--- src/rtl/alarm_pattern_gen.sv ---
// Alarm beep sequencer: ON/GAP ms timing, counted or continuous patterns, cancel.
// Define ALARM_QUEUE_EN to add a one-entry pending request buffer.
module alarm_pattern_gen #(
  parameter int TICK_DIV = 100000,
  parameter int ON_MS    = 200,
  parameter int OFF_MS   = 150
) (
  input  logic       clk,
  input  logic       rstn,
  input  logic       req_valid,
  input  logic [2:0] req_count,
  output logic       req_ready,
  input  logic       cancel,
  output logic       play,
  output logic       busy,
  output logic       done
);

  localparam int PW = (TICK_DIV > 1) ? $clog2(TICK_DIV) : 1;
  localparam logic [PW-1:0] PRESC_LAST = PW'(TICK_DIV - 1);
  localparam logic [15:0]   ON_LAST    = 16'(ON_MS - 1);
  localparam logic [15:0]   OFF_LAST   = 16'(OFF_MS - 1);

  typedef enum logic [1:0] {IDLE, ON, GAP, DONE} state_t;

  state_t          state, state_nxt;
  logic [PW-1:0]   presc;
  logic [15:0]     ms_cnt;
  logic [2:0]      beeps_left, beeps_nxt;
  logic            accept, tick, phase_end, active;
  logic            pend_valid;
  logic [2:0]      pend_count;

  assign accept    = req_valid && req_ready;
  assign active    = (state == ON) || (state == GAP);
  assign tick      = (presc == PRESC_LAST);
  assign phase_end = tick && (((state == ON)  && (ms_cnt == ON_LAST)) ||
                              ((state == GAP) && (ms_cnt == OFF_LAST)));
  assign busy      = (state != IDLE) || pend_valid;

`ifdef ALARM_QUEUE_EN
  assign req_ready = !pend_valid && !cancel;

  // A request arriving mid-pattern waits here; it is consumed at DONE.
  always_ff @(posedge clk or negedge rstn) begin
    if (!rstn) begin
      pend_valid <= 1'b0;
      pend_count <= 3'd0;
    end else if (cancel) begin
      pend_valid <= 1'b0;
    end else if (pend_valid && ((state == IDLE) || (state == DONE))) begin
      pend_valid <= 1'b0;
    end else if (accept && active) begin
      pend_valid <= 1'b1;
      pend_count <= req_count;
    end
  end
`else
  assign req_ready  = (state == IDLE) && !cancel;
  assign pend_valid = 1'b0;
  assign pend_count = 3'd0;
`endif

  // beeps_left == 0 while ON/GAP means continuous mode.
  always_comb begin
    state_nxt = state;
    beeps_nxt = beeps_left;
    if (cancel) begin
      state_nxt = IDLE;
      beeps_nxt = 3'd0;
    end else begin
      case (state)
        IDLE: begin
          if (pend_valid) begin
            state_nxt = ON;
            beeps_nxt = pend_count;
          end else if (accept) begin
            state_nxt = ON;
            beeps_nxt = req_count;
          end
        end
        ON: begin
          if (phase_end) begin
            if (beeps_left == 3'd0) begin
              state_nxt = GAP;
            end else begin
              beeps_nxt = beeps_left - 3'd1;
              state_nxt = (beeps_left == 3'd1) ? DONE : GAP;
            end
          end
        end
        GAP: begin
          if (phase_end) state_nxt = ON;
        end
        DONE: begin
          if (pend_valid) begin
            state_nxt = ON;
            beeps_nxt = pend_count;
          end else if (accept) begin
            state_nxt = ON;
            beeps_nxt = req_count;
          end else begin
            state_nxt = IDLE;
          end
        end
        default: state_nxt = IDLE;
      endcase
    end
  end

  always_ff @(posedge clk or negedge rstn) begin
    if (!rstn) begin
      state      <= IDLE;
      beeps_left <= 3'd0;
      play       <= 1'b0;
      done       <= 1'b0;
    end else begin
      state      <= state_nxt;
      beeps_left <= beeps_nxt;
      play       <= (state_nxt == ON);
      done       <= (state_nxt == DONE);
    end
  end

  // Timing restarts on every transition so each phase is exactly its length.
  always_ff @(posedge clk or negedge rstn) begin
    if (!rstn) begin
      presc  <= '0;
      ms_cnt <= '0;
    end else if ((state_nxt != state) || !active) begin
      presc  <= '0;
      ms_cnt <= '0;
    end else if (tick) begin
      presc  <= '0;
      ms_cnt <= ms_cnt + 16'd1;
    end else begin
      presc  <= presc + 1'b1;
    end
  end

endmodule

--- config.mk ---
export PLATFORM = sky130hd
export DESIGN_NAME = alarm_pattern_gen
export DESIGN_NICKNAME = d
export VERILOG_FILES = /design/src/rtl/alarm_pattern_gen.sv
export SDC_FILE = /design/constraint.sdc
export NUM_CORES = 1
export LEC_CHECK = 0
export ABC_CLOCK_PERIOD_IN_PS = 3500
export CORE_ASPECT_RATIO = 1.25
export CORE_MARGIN = 3
export CORE_UTILIZATION = 40
export CTS_BUF_LIST = sky130_fd_sc_hd__clkbuf_16
export CTS_CLUSTER_DIAMETER = 80
export DETAILED_ROUTE_END_ITERATION = 7
export PLACE_DENSITY = 0.54
export SKIP_LAST_GASP = 1
export SLEW_MARGIN = 25
export SYNTH_ARGS = -nofsm -noshare
export SYNTH_HDL_FRONTEND = slang
export SYNTH_SLANG_ARGS = --single-unit
--- constraint.sdc ---
create_clock -name clk -period 3.5 [get_ports clk]
set_clock_uncertainty 0.15 [all_clocks]
set_input_delay 0.35 -clock clk [delete_from_list [all_inputs] [get_ports clk]]
set_output_delay 0.35 -clock clk [all_outputs]
set_load 0.1 [all_outputs]
Word level (Yosys, flattened, before mapping)
Index checks and enable logic that the tools add are counted.
W data, S select, Z words.
{ "totals": {"regBits": 40, "inputBits": 7, "out_inout_bits": 4, "elab_cells": 56} }
{ "classes": {"n_addsub": 3, "n_eq_ne": 13, "n_mux": 17, "reduce_logical": 17} }
{ "op_table": {"columns": ["operator", "count"], "rows": [
  ["$mux W17", 2],
  ["$eq A16 B8 Y1 const B", 2],
  ["$mux W16", 2],
  ["$add A17 B1 Y17 const B", 1],
  ["$eq A17 B17 Y1 const B", 1],
  ["$add A16 B1 Y16 const B", 1],
  ["$mux W3", 4],
  ["$mux W2", 4],
  ["$pmux W2 S4", 1],
  ["$eq A2 B2 Y1 const B", 3],
  ["$ne A3 B3 Y1 const B", 2],
  ["$pmux W3 S2", 1],
  ["$logic_and A1 B1 Y1", 5],
  ["$eq A2 B1 Y1 const B", 2],
  ["$reduce_and A4 Y1", 1],
  ["$reduce_bool A2 Y1", 2],
  ["$eq A3 B1 Y1 const B", 1],
  ["$logic_not A3 Y1", 1],
  ["$logic_or A1 B1 Y1", 3],
  ["$mux W1", 3],
  ["$ne A3 B1 Y1 const B", 1],
  ["$reduce_bool A3 Y1", 1],
  ["$sub A3 B1 Y3 const B", 1],
  ["$logic_not A1 Y1", 2],
  ["3 further kinds", 3]
]} }

Depth between registers and ports, before layout
{ "logic_depth": {"ltp_word": 10, "ltp_mapped": 10, "depth_no_buf": 8} }

Worst setup path before layout
Ideal clock, no wire load.
{ "synth_timing": {"kind": "flip-flop to output port", "startpoint": "reg state[0]", "endpoint": "out req_ready", "arrival_ps": 2706, "required_ps": 3000, "setup_slack_ps": 294, "path_stages_with_launch": 6, "path_buffers": 1, "cell_sequence": "dfrtp_1 > clkbuf_1 > inv_1 > ha_1 > inv_1 > nor2_1"} }
{ "synth_via": {"elab_chain_len": 2} }
{ "synth_rtl": {"columns": ["item", "line", "source"], "rows": [
  ["from (decl)", "26", "state_t state, state_nxt;"],
  ["from (signal assigned)", "118", "state <= state_nxt;"],
  ["$logic_not A2 Y1", "59", "assign req_ready = (state == IDLE) && !cancel;"],
  ["$logic_and A1 B1 Y1", "59", null],
  ["to (decl)", "12", "output logic req_ready,"]
]} }
No other way between the ends.

Final worst setup path
{ "layout_timing": {"startpoint": "reg state[0]", "endpoint": "reg presc[8]"} }
{ "layout_via": {"elab_chain_len": 10, "word_cells_on_any_way": 21, "classes_between": "eq/ne: 4; mux: 7; reduce/logical: 10"} }
{ "layout_rtl": {"columns": ["item", "line", "source"], "rows": [
  ["$eq A2 B1 Y1 or $eq A2 B2 Y1 (tied branches)", null, null],
  ["$logic_and A1 B1 Y1 (on tied branches)", "37, 38", null],
  ["$logic_or A1 B1 Y1", "37", "assign phase_end = tick && (((state == ON) && (ms_cnt == ON_LAST)) ||"],
  ["$logic_and A1 B1 Y1", "37", null],
  ["$mux W2 (on tied branches)", "93, 83", null],
  ["$pmux W2 S4", "72", "case (state)"],
  ["$mux W2", "68", "if (cancel) begin"],
  ["$ne A2 B2 Y1", "130", "end else if ((state_nxt != state) || !active) begin"],
  ["$logic_or A1 B1 Y1 (*)", "130", null],
  ["$mux W17 (*)", "130", null],
  ["to (signal assigned)", "137", "presc <= presc + 1'b1;"],
  ["to (decl)", "27", "logic [PW-1:0] presc;"]
]} }
Mark *: on every way between the ends. The rest lies on a longest branch, timed or not.
A chain may end at the register's enable or synchronous reset.

==> results.sh <==
export IMPL_fin_crit_ps=3050
export IMPL_post_place_ws_ps=446
export IMPL_critPathArrivalTime_ps=3050
export IMPL_cts_repair_resize_count=0
export IMPL_hpwl_um=4000
export IMPL_place_gp_congestion=0.850
export IMPL_path_buf_inv=2
export IMPL_grt_pass1_wl_um=10300
export IMPL_cts_buffers=5
export IMPL_antenna_left=0
export IMPL_rsz0062_at_grt="false"
export IMPL_drcViolationCount=0
export IMPL_synth_avg_cell_area_um2=9.23
export IMPL_setup_viol=0
export IMPL_die_area_um2=7500
export IMPL_reg2regPathDepth=8
export IMPL_critPathLaunch="state[0]$_DFF_PN0_"
export IMPL_clk_path_buf_depth=2
export IMPL_viasPerCell=5.60
export IMPL_fin_nets=303
export IMPL_seqPwrFrac=0.452
export IMPL_relSlewSlack=0.356
export IMPL_cts_setup_buffers=0
export IMPL_core_area_um2=6250
export IMPL_required_ps=3500
export IMPL_worstHoldPathType="in2async"
export IMPL_cts_sinks=40
export IMPL_async_flop_share=1.00
export IMPL_io_buffer_count=10
export IMPL_dr_pass1_iters=4
export IMPL_worstMarginPinSlew_ps=962
export IMPL_avgRoutedWirePerCell_um=15.4
export IMPL_syn_area_um2=2590
export IMPL_tns_ps=0
export IMPL_final_util=0.462
export IMPL_ir_drop_mv=0.253
export IMPL_p_switching_uw=285
export IMPL_crit_path_cell_trace="inv_1, ha_1, nand4b_1, a2111oi_4, nand3_2, o2111ai_4, buf_4, nor3_1"
export IMPL_cts_clk_slew_worst_paths_ps=60
export IMPL_antenna_found_initial=0
export IMPL_reg2reg_from="state[0]$_DFF_PN0_"
export IMPL_synthFlopType="dfrtp_1"
export IMPL_drt_total_wl_um=5730
export IMPL_mostFrequentLayoutCells="47 x nor3_1, 40 x dfrtp_1, 21 x xnor2_1, 17 x nor2_1, 13 x nand3_1"
export IMPL_cp_top_family="compound AO/OA/AOI/OAI gates"
export IMPL_fin_ws_ps=449
export IMPL_grt_max_degree=41
export IMPL_ys_warn_count=0
export IMPL_synth_cell_types=52
export IMPL_maxSlewViolCount=0
export IMPL_dr_first_iter_drc_count=56
export IMPL_rrSetupSlack_ps=450
export IMPL_grt_pass1_vias=2138
export IMPL_maxCapViolCount=0
export IMPL_criticalPathCategory="reg2reg"
export IMPL_synth_nets=299
export IMPL_clkPwrFrac=0.405
export IMPL_outcome="completed"
export IMPL_p_per_area_nw_per_um2=369
export IMPL_num_vias=2077
export IMPL_r2r_end="presc[8]$_DFF_PN0_"
export IMPL_placed_cells=363
export IMPL_fillCellCount=642
export IMPL_initial_utilization=0.415
export IMPL_p_int_uw=779
export IMPL_drive_gt1_frac=0.0734
export IMPL_placementRows=32
export IMPL_syn2layout_area_growth_pct=11.1
export IMPL_slowest_stage="a2111oi_4"
export IMPL_synth_edf_count=0
export IMPL_cts_tree="yes"
export IMPL_end_kind="flop"
export IMPL_final_common_cell="nor3_1"
export IMPL_grtUsageTotal=0.171
export IMPL_hold_viol=0
export IMPL_die_h_um=96.1
export IMPL_path_depth=8
export IMPL_grt_overflow_total=0
export IMPL_ys_ff_latch=40
export IMPL_ys_seq_area_frac=0.386
export IMPL_pin_count=11
export IMPL_root_buffer="clkbuf_16"
export IMPL_finalNonFillerCells=371
export IMPL_start_kind="flop"
export IMPL_p_comb_frac=0.143
export IMPL_antenna_cells=0
export IMPL_die_x_um=78.0
export IMPL_hold_buffers=0
export IMPL_cpPeakStageDelay_ps=490
export IMPL_postSynthCellCount=281
export IMPL_cp_max_fo=18
export IMPL_finalCritPeriodShare=0.872
export IMPL_clk_latency_ps=280
export IMPL_endpoint="presc[8]$_DFF_PN0_"
export IMPL_htreeDepth=2
export IMPL_power_leakage_uw=0.00109
export IMPL_switching_share=0.267
export IMPL_max_freq_mhz=328
==> power groups by stage <==
stage / registers, uW / logic, uW / clock network (uW)
finish: 481 / 152 / 431
CTS: 481 / 154 / 447
floorplan: 494 / 106 / 0
detailed placement: 489 / 153 / 0
global route: 482 / 170 / 468
global placement: 489 / 153 / 0
==> metrics by stage <==
stage	instance area, um2	hold WS [ps]	total power, uW
floorplan	2590	-95.6	600
global placement	2740	353	642
detailed placement	2740	363	642
CTS	2880	83.7	1080
global route	2880	130	1120
finish	2880	44.6	1060
==> flip-flops by register name, indices dropped and copies added (netlist names) <==
name and cells:
presc 17, beeps_left 3, done 1, state 2
ms_cnt 16, play 1
==> Yosys cell counts, types with 2 or more instances <==
cell,instances,share of area
nor3b_1,2,0.0058
o21ai_0,2,0.0039
buf_2,5,0.0096
xor2_1,8,0.027
mux2i_1,3,0.012
inv_1,11,0.016
nand2_1,12,0.017
and4_1,5,0.017
nand2b_1,2,0.0048
a221oi_1,2,0.0068
a22oi_1,2,0.0058
nor2_1,17,0.025
buf_4,3,0.0087
and4b_1,2,0.0077
nand4b_1,4,0.013
and3_1,5,0.012
nor4bb_1,2,0.0077
clkbuf_1,9,0.013
nand4_1,7,0.017
nand3_1,13,0.025
nor3_1,47,0.091
nor2b_1,3,0.0072
dfrtp_1,40,0.39
a21oi_1,7,0.013
nor4b_1,2,0.0068
nor4_1,10,0.024
ha_1,11,0.053
xnor2_1,21,0.071
==> cell families (layout without fill, tap and decap cells) <==
logic type                 Yosys count  in the layout  synth area share
AOI/OAI and AO/OA                   28             28            0.0921
xor gates and xnor gates            29             29            0.0979
adders and majority gates           11             11            0.0530
buffers and inverters               29             34            0.0487
DFF                                 40             40             0.386
muxes                                3              3            0.0116
and+or+nand+nor                    141            141             0.311
==> routing by layer <==
| layer | part of all wire | vias up | GRT usage |
|---|---|---|---|
| met1 | 0.46 | 1000 | 0.213 |
| li1 | - | 1040 | - |
| met4 | 0.012 | 0 | 0.0612 |
| met2 | 0.50 | 31 | 0.296 |
| met5 | 0 | - | 0 |
| met3 | 0.027 | 6 | 0.0318 |
==> cell type report <==
class	instances	area, um2	area share
clock inverter	3	13.8	0.00477
multi-input combinational	212	1470	0.509
timing repair buffer	15	128	0.0443
clock buffer	5	125	0.0434
tap	85	106	0.0369
sequential	40	1000	0.347
inverter	11	41.3	0.0143
==> how the worst min path moves through the flow <==
stage | depth (start not counted) | startpoint | slack, ps | to
finish | 1 | rstn | 40 | beeps_left[0]$_DFFE_PN0P_
global route | 1 | rstn | 130 | beeps_left[0]$_DFFE_PN0P_
CTS | 1 | rstn | 80 | beeps_left[0]$_DFFE_PN0P_
detailed placement | 1 | presc[0]$_DFF_PN0_ | 360 | presc[0]$_DFF_PN0_
global placement | 1 | presc[0]$_DFF_PN0_ | 350 | presc[0]$_DFF_PN0_
floorplan | 0 | rstn | -100 | beeps_left[0]$_DFFE_PN0P_
(Power assumes the default switching activity.)
